## src/rtl/alu_pkg.sv

```systemverilog
// rtl/alu_pkg.sv - shared state encodings and flag bit positions for the ALU sequencer
package alu_pkg;

  typedef enum logic [2:0] {
    S_LOAD_A  = 3'd0,
    S_LOAD_B  = 3'd1,
    S_LOAD_OP = 3'd2,
    S_EXEC    = 3'd3,
    S_SHOW    = 3'd4
  } state_t;

  localparam int FLAG_W    = 4;
  localparam int FLAG_NEG  = 3;
  localparam int FLAG_ZERO = 2;
  localparam int FLAG_COUT = 1;
  localparam int FLAG_OVF  = 0;

endpackage

```

## src/rtl/detector_flanco.sv

```systemverilog
// rtl/detector_flanco.sv - rising-edge detector producing a one-cycle pulse
module detector_flanco (
  input  logic clk,
  input  logic rst,
  input  logic in,
  output logic pulse
);

  logic prev;

  // Previous-cycle sample; resets high so a level held through reset is not a press
  always_ff @(posedge clk) begin
    if (rst) prev <= 1'b1;
    else     prev <= in;
  end

  assign pulse = in & ~prev;

endmodule

```

## src/rtl/alu_io_sequencer.sv

```systemverilog
// rtl/alu_io_sequencer.sv - button-driven operand/operation loader and result capture for an external ALU
module alu_io_sequencer
  import alu_pkg::*;
#(
  parameter int N = 3
) (
  input  logic         clk,
  input  logic         rst,
  input  logic [N-1:0] sw_data,
  input  logic [3:0]   sw_sel,
  input  logic         sw_flag,
  input  logic         btn_next,
  output logic [N-1:0] alu_a,
  output logic [N-1:0] alu_b,
  output logic [3:0]   alu_select,
  output logic         alu_flagin,
  input  logic [N-1:0] alu_resultado,
  input  logic         alu_negativo,
  input  logic         alu_zero,
  input  logic         alu_cout,
  input  logic         alu_overflow,
  output logic [N-1:0] res_q,
  output logic [3:0]   flags_q,
  output logic [2:0]   state_o,
  output logic         done
);

  state_t state, state_nx;
  logic   btn_pe;
  logic   ld_a, ld_b, ld_op, capture, clr_done;
  logic [FLAG_W-1:0] flags_in;

  detector_flanco u_det (
    .clk   (clk),
    .rst   (rst),
    .in    (btn_next),
    .pulse (btn_pe)
  );

  // State register
  always_ff @(posedge clk) begin
    if (rst) state <= S_LOAD_A;
    else     state <= state_nx;
  end

  // Next state: load states advance on a press, EXEC always advances, unknown codes recover
  always_comb begin
    state_nx = state;
    case (state)
      S_LOAD_A:  if (btn_pe) state_nx = S_LOAD_B;
      S_LOAD_B:  if (btn_pe) state_nx = S_LOAD_OP;
      S_LOAD_OP: if (btn_pe) state_nx = S_EXEC;
      S_EXEC:    state_nx = S_SHOW;
      S_SHOW:    if (btn_pe) state_nx = S_LOAD_A;
      default:   state_nx = S_LOAD_A;
    endcase
  end

  // Per-state register enables
  always_comb begin
    ld_a     = 1'b0;
    ld_b     = 1'b0;
    ld_op    = 1'b0;
    capture  = 1'b0;
    clr_done = 1'b0;
    case (state)
      S_LOAD_A:  ld_a     = btn_pe;
      S_LOAD_B:  ld_b     = btn_pe;
      S_LOAD_OP: ld_op    = btn_pe;
      S_EXEC:    capture  = 1'b1;
      S_SHOW:    clr_done = btn_pe;
      default:   ;
    endcase
  end

  // Pack the ALU flags into their shared bit positions
  always_comb begin
    flags_in            = '0;
    flags_in[FLAG_NEG]  = alu_negativo;
    flags_in[FLAG_ZERO] = alu_zero;
    flags_in[FLAG_COUT] = alu_cout;
    flags_in[FLAG_OVF]  = alu_overflow;
  end

  // Operand, operation and result registers; each only changes in its own step
  always_ff @(posedge clk) begin
    if (rst) begin
      alu_a      <= '0;
      alu_b      <= '0;
      alu_select <= '0;
      alu_flagin <= 1'b0;
      res_q      <= '0;
      flags_q    <= '0;
      done       <= 1'b0;
    end else begin
      if (ld_a) alu_a <= sw_data;
      if (ld_b) alu_b <= sw_data;
      if (ld_op) begin
        alu_select <= sw_sel;
        alu_flagin <= sw_flag;
      end
      if (capture) begin
        res_q   <= alu_resultado;
        flags_q <= flags_in;
        done    <= 1'b1;
      end else if (clr_done) begin
        done <= 1'b0;
      end
    end
  end

  assign state_o = state;

endmodule

```

## config.mk

```make
export PLATFORM = sky130hd
export DESIGN_NAME = alu_io_sequencer
export DESIGN_NICKNAME = d
export VERILOG_FILES = /design/src/rtl/alu_pkg.sv /design/src/rtl/detector_flanco.sv /design/src/rtl/alu_io_sequencer.sv
export SDC_FILE = /design/constraint.sdc
export NUM_CORES = 1
export LEC_CHECK = 0
export CAP_MARGIN = 25
export CELL_PAD_IN_SITES_DETAIL_PLACEMENT = 0
export CELL_PAD_IN_SITES_GLOBAL_PLACEMENT = 1
export CORE_UTILIZATION = 33
export CTS_BUF_LIST = sky130_fd_sc_hd__clkbuf_8 sky130_fd_sc_hd__clkbuf_16
export DETAILED_ROUTE_END_ITERATION = 8
export PLACE_DENSITY_LB_ADDON = 0.1
export SYNTH_ARGS = -nofsm -noshare
export SYNTH_HDL_FRONTEND = slang
export SYNTH_SLANG_ARGS = --single-unit
```

## constraint.sdc

```tcl
create_clock -name clk -period 3.4 [get_ports clk]
set_input_delay 0.51 -clock clk [delete_from_list [all_inputs] [get_ports clk]]
set_output_delay 0.51 -clock clk [all_outputs]
set_load 0.1 [all_outputs]
```

Yosys cells after proc, flatten, opt, wreduce, memory -nomap -nowiden
Cells that the tools add are included.
W data, S select, Z words.
{ "word_totals": {"input_bits": 18, "regBits": 23, "out_inout_bits": 22, "wordCells": 34} }
{ "op_classes": {"mux": 12, "n_reduce_logical": 3, "n_eq_ne": 8, "n_bitwise": 2} }
{ "op_table": {"columns": ["op", "count"], "rows": [
  ["$pmux W3 S5", 1],
  ["$mux W3", 4],
  ["$ne A2 B2 Y1 const B", 4],
  ["$mux W1", 7],
  ["$eq A3 B2 Y1 const B", 2],
  ["$reduce_and A4 Y1", 1],
  ["$eq A3 B1 Y1 const B", 1],
  ["$eq A3 B3 Y1 const B", 1],
  ["$logic_not A3 Y1", 1],
  ["$reduce_bool A2 Y1", 1],
  ["$and A1 B1 Y1", 1],
  ["$not A1 Y1", 1]
]} }

Depth between registers and ports, before layout
{ "depth": {"word_depth": 5, "ltp_mapped": 5, "mapped_depth_nobuf": 3} }

Hierarchy
Synthesis repeated with hierarchy kept, for this count alone.
{ "hier_totals": {"cells_unflattened": 100, "hier_area_um2": 1067.3} }
{ "modules_own_cells": {"columns": ["mod", "n_inst", "area_per_inst_um2", "seq_area_each_um2", "cells_per_inst"], "rows": [
  ["alu_io_sequencer", 1, 1034.7, 440.4, 97],
  ["detector_flanco", 1, 32.5, 20.0, 3]
]} }

Least setup slack after synthesis
OpenSTA, ideal clock, no wires.
{ "synth_timing": {"path_type": "reg2reg", "startpoint": "register state[2] (netlist: state_o[2])", "endpoint": "register flags_q[0]", "required_time_ns": 3.272, "arrival_time_ns": 1.858, "setup_time_ns": 0.128, "n_path_buf": 2, "synth_period_minus_slack_ns": 1.985, "slack_ns": 1.415, "path_stages_with_launch": 6, "path_cell_list": "dfxtp_1 buf_2 nand3b_1 buf_2 mux2i_1 nor2_1"} }
{ "synth_between": {"elab_chain_cells": 2} }
{ "synth_lines": {"columns": ["item", "line_no", "source"], "rows": [
  ["start, declared", "alu_io_sequencer.sv:28", "state_t state, state_nx;"],
  ["start signal, assigned", "alu_io_sequencer.sv:43", "else state <= state_nx;"],
  ["$eq A3 B2 Y1", "alu_io_sequencer.sv:66", "case (state)"],
  ["$mux W1", "alu_io_sequencer.sv:66", null],
  ["end signal, assigned", "alu_io_sequencer.sv:104", "flags_q <= flags_in;"],
  ["end, declared", "alu_io_sequencer.sv:23", "output logic [3:0] flags_q,"]
]} }
Every way passes these cells.
A chain may end at the register's enable or synchronous reset.

Final worst setup path
{ "layout_timing": {"startpoint": "register done", "endpoint": "output done"} }
{ "layout_lines": {"columns": ["item", "line_no", "source"], "rows": [
  ["start, declared", "alu_io_sequencer.sv:25", "output logic done"],
  ["start signal, assigned", "alu_io_sequencer.sv:94", "done <= 1'b0;"],
  ["start signal, assigned", "alu_io_sequencer.sv:105", "done <= 1'b1;"],
  ["start signal, assigned", "alu_io_sequencer.sv:107", "done <= 1'b0;"]
]} }
No word-level cell between the ends.

==> impl_metrics.yaml <==
status:
  outcome: "finished with violations"
  violations: "DRC"
finish:
  fin_cells: 161
  layout.nets: 149
  final_cell_area_um2: 1420
  n_antenna_cell: 0
  syn2layout_area_growth_pct: 43.7
  mostFrequentLayoutCell: "clkdlybuf4s50_1"
  mostFrequentLayoutCells: "clkdlybuf4s50_1 (36), dfxtp_1 (23), nand2b_1 (19), mux2i_1 (19), nor2_1 (8)"
  drive_above_1_share_pct: 8.46
critical_path:
  crit_path_end_kind: "output port"
  arrival_ns: 1.75
  path_delay_family: "buffers and inverters"
  slowest_delay_ns: 1.13
  crit_fanout: 3
  cpMaxStageDelayCell: "clkdlybuf4s50_1"
  required_ns: 2.89
  criticalPathCategory: "register to output port"
  worst_setup_path_start_kind: "register"
  crit_buf_inv: 1
  cp_cell_sequence: "clkdlybuf4s50_1"
timing:
  hold_viol_final: 0
  finClkSkew_ns: 0.00673
  fin_crit_sh_pct: 66.5
  fmax_ghz: 0.442
  period_needed_ns: 2.26
  tns_ns: 0
  setup_violations: 0
  rsz0062_at_grt: "no"
  worst_pin_slew_ns: 0.972
  setup_ws_ns: 1.14
  maxSlewHeadroom_pct: 35.0
  slew_viol_final: 0
route:
  via_per_inst: 4.70
  wirelength_um: 1880
  dr_total_vias: 757
  first_pass_iters: 7
  ant_nets: 0
  drtIter0Drc: 26
  drc: 4
  wl_per_cell_um: 11.7
clock_tree:
  h-tree-depth: 1
  cts_resized: 0
  clk_pin_slew_ns: 0.08
  cts_tree: "yes"
  cts-hold-fix-buffers: 0
  root_buffer: "clkbuf_8"
  cts_made_buffers: 3
  clock_sinks: 23
  cts_setup_buffers: 0
  clock_path_buffers: 2
  clock_latency_ns: 0.26
place:
  post_dp_cell_area_um2: 1370
  dp_hpwl_um: 1390
  placedCellCount: 157
  place_ws_ns: 1.39
  gp_congestion: 0.672
  port_buffers: 39
grt:
  grt_pass1_vias: 774
  grt_pass1_wl_um: 3260
  antenna_found_initial: 0
  grt_max_degree: 32
  grt_usage_pct: 13.4
  gr-total-overflow: 0
power_and_ir_drop:
  p_total_uw: 503
  cellPowerDensity_nw_per_um2: 355
  peakVddDrop_uv: 287
  p_leak_uw: 0.000564
run:
  cap_violations: 0
synth:
  syn_avg_cell_area_um2: 10.5
  synth_compound_area_share_pct: 3.05
  synthSimpleGateAreaFrac_pct: 26.4
  netlist_instances: 94
  synth_top_family_by_area: "simple AND/OR/NAND/NOR gates"
  synth_nets: 112
  yosysWarningCount: 0
  syn_area_um2: 986
  yosys_register_bits: 23
  synth_adder_area_share_pct: 0
  ys_seq_area_share_pct: 46.7
  synthXorXnorAreaFrac_pct: 0
  muxShareOfSynthArea_pct: 19.3
  yosysUniqueCellTypes: 20
die:
  initial_core_util_pct: 35.1
  die_y_um: 56.7
  num_rows: 19
  io_pins: 40
  floorplan.core_area_um2: 2810
  dieWidth_um: 56.7
  dieArea_um2: 3210
min_path:
  hold_class: "register to register"
cells by family (layout without fill, tap and decap cells):
kind of cell,Yosys count,after routing
AOI/OAI and AO/OA,5,5
muxes,19,19
DFF,23,23
buffers and inverters,9,45
and+or+nand+nor,38,38
flip-flops by register name (all words and copies together), names as in the netlist:
signal      count
state_o         3
u_det.prev      1
alu_select      4
done            1
alu_a           3
res_q           3
flags_q         4
alu_b           3
alu_flagin      1
per-layer routing:
layer	vias up	GRT usage, %	part of all wire (%)
met5	-	0	0
met4	0	4.29	0.69
met3	2	5.30	4.7
met2	20	23.0	47
met1	349	15.1	47
li1	386	-	-
power breakdown:
| part | leakage, uW | internal [uW] | total (uW) | switching (uW) |
|---|---|---|---|---|
| Sequential | 0.000186 | 272 | 276 | 3.52 |
| Combinational | 0.000353 | 30.7 | 63.2 | 32.5 |
| Clock | 0.0000255 | 81.6 | 164 | 82.6 |
Yosys cell counts (all sizes together):
library cell  instances  area (um^2)
o31ai                 1         7.51
mux2i                19          190
nand3                 1         5.00
a21oi                 3         15.0
nor4b                 1         23.8
nor4                  1         21.3
nor2                  8         30.0
nor4bb                1         10.0
nor3                  2         10.0
or2                   1         6.26
a211oi                1         7.51
nand3b                2         15.0
inv                   2         7.51
clkbuf                3         11.3
nor2b                 1         6.26
nand2b               20          133
buf                   4         26.3
dfxtp                23          460
layout make-up:
type | instances | area [um^2]
tap | 31 | 38.8
inverter | 2 | 7.51
clock inverter | 1 | 5.00
timing repair buffer | 39 | 383
fill | 289 | 1390
sequential | 23 | 460
clock buffer | 3 | 41.3
multi-input combinational | 62 | 480
path summary, 6_finish.rpt:
path	cells past startpoint	endpoint	start	slack [ns]
hold / removal	2	alu_a[0]	alu_a[0]	0.48
hold reg to reg	2	alu_a[0]	alu_a[0]	0.48
setup / recovery	1	done	done	1.14
setup reg to reg	3	flags_q[0]	state_o[1]	1.92
metrics by stage:
stage,hold WS (ns),util (%)
after floorplan,0.548,-
after global placement,0.461,48.8
after detailed placement,0.468,48.8
after CTS,0.482,50.5
after global routing,0.494,50.5
final,0.476,50.5
Power figures use the tool's default switching activity.
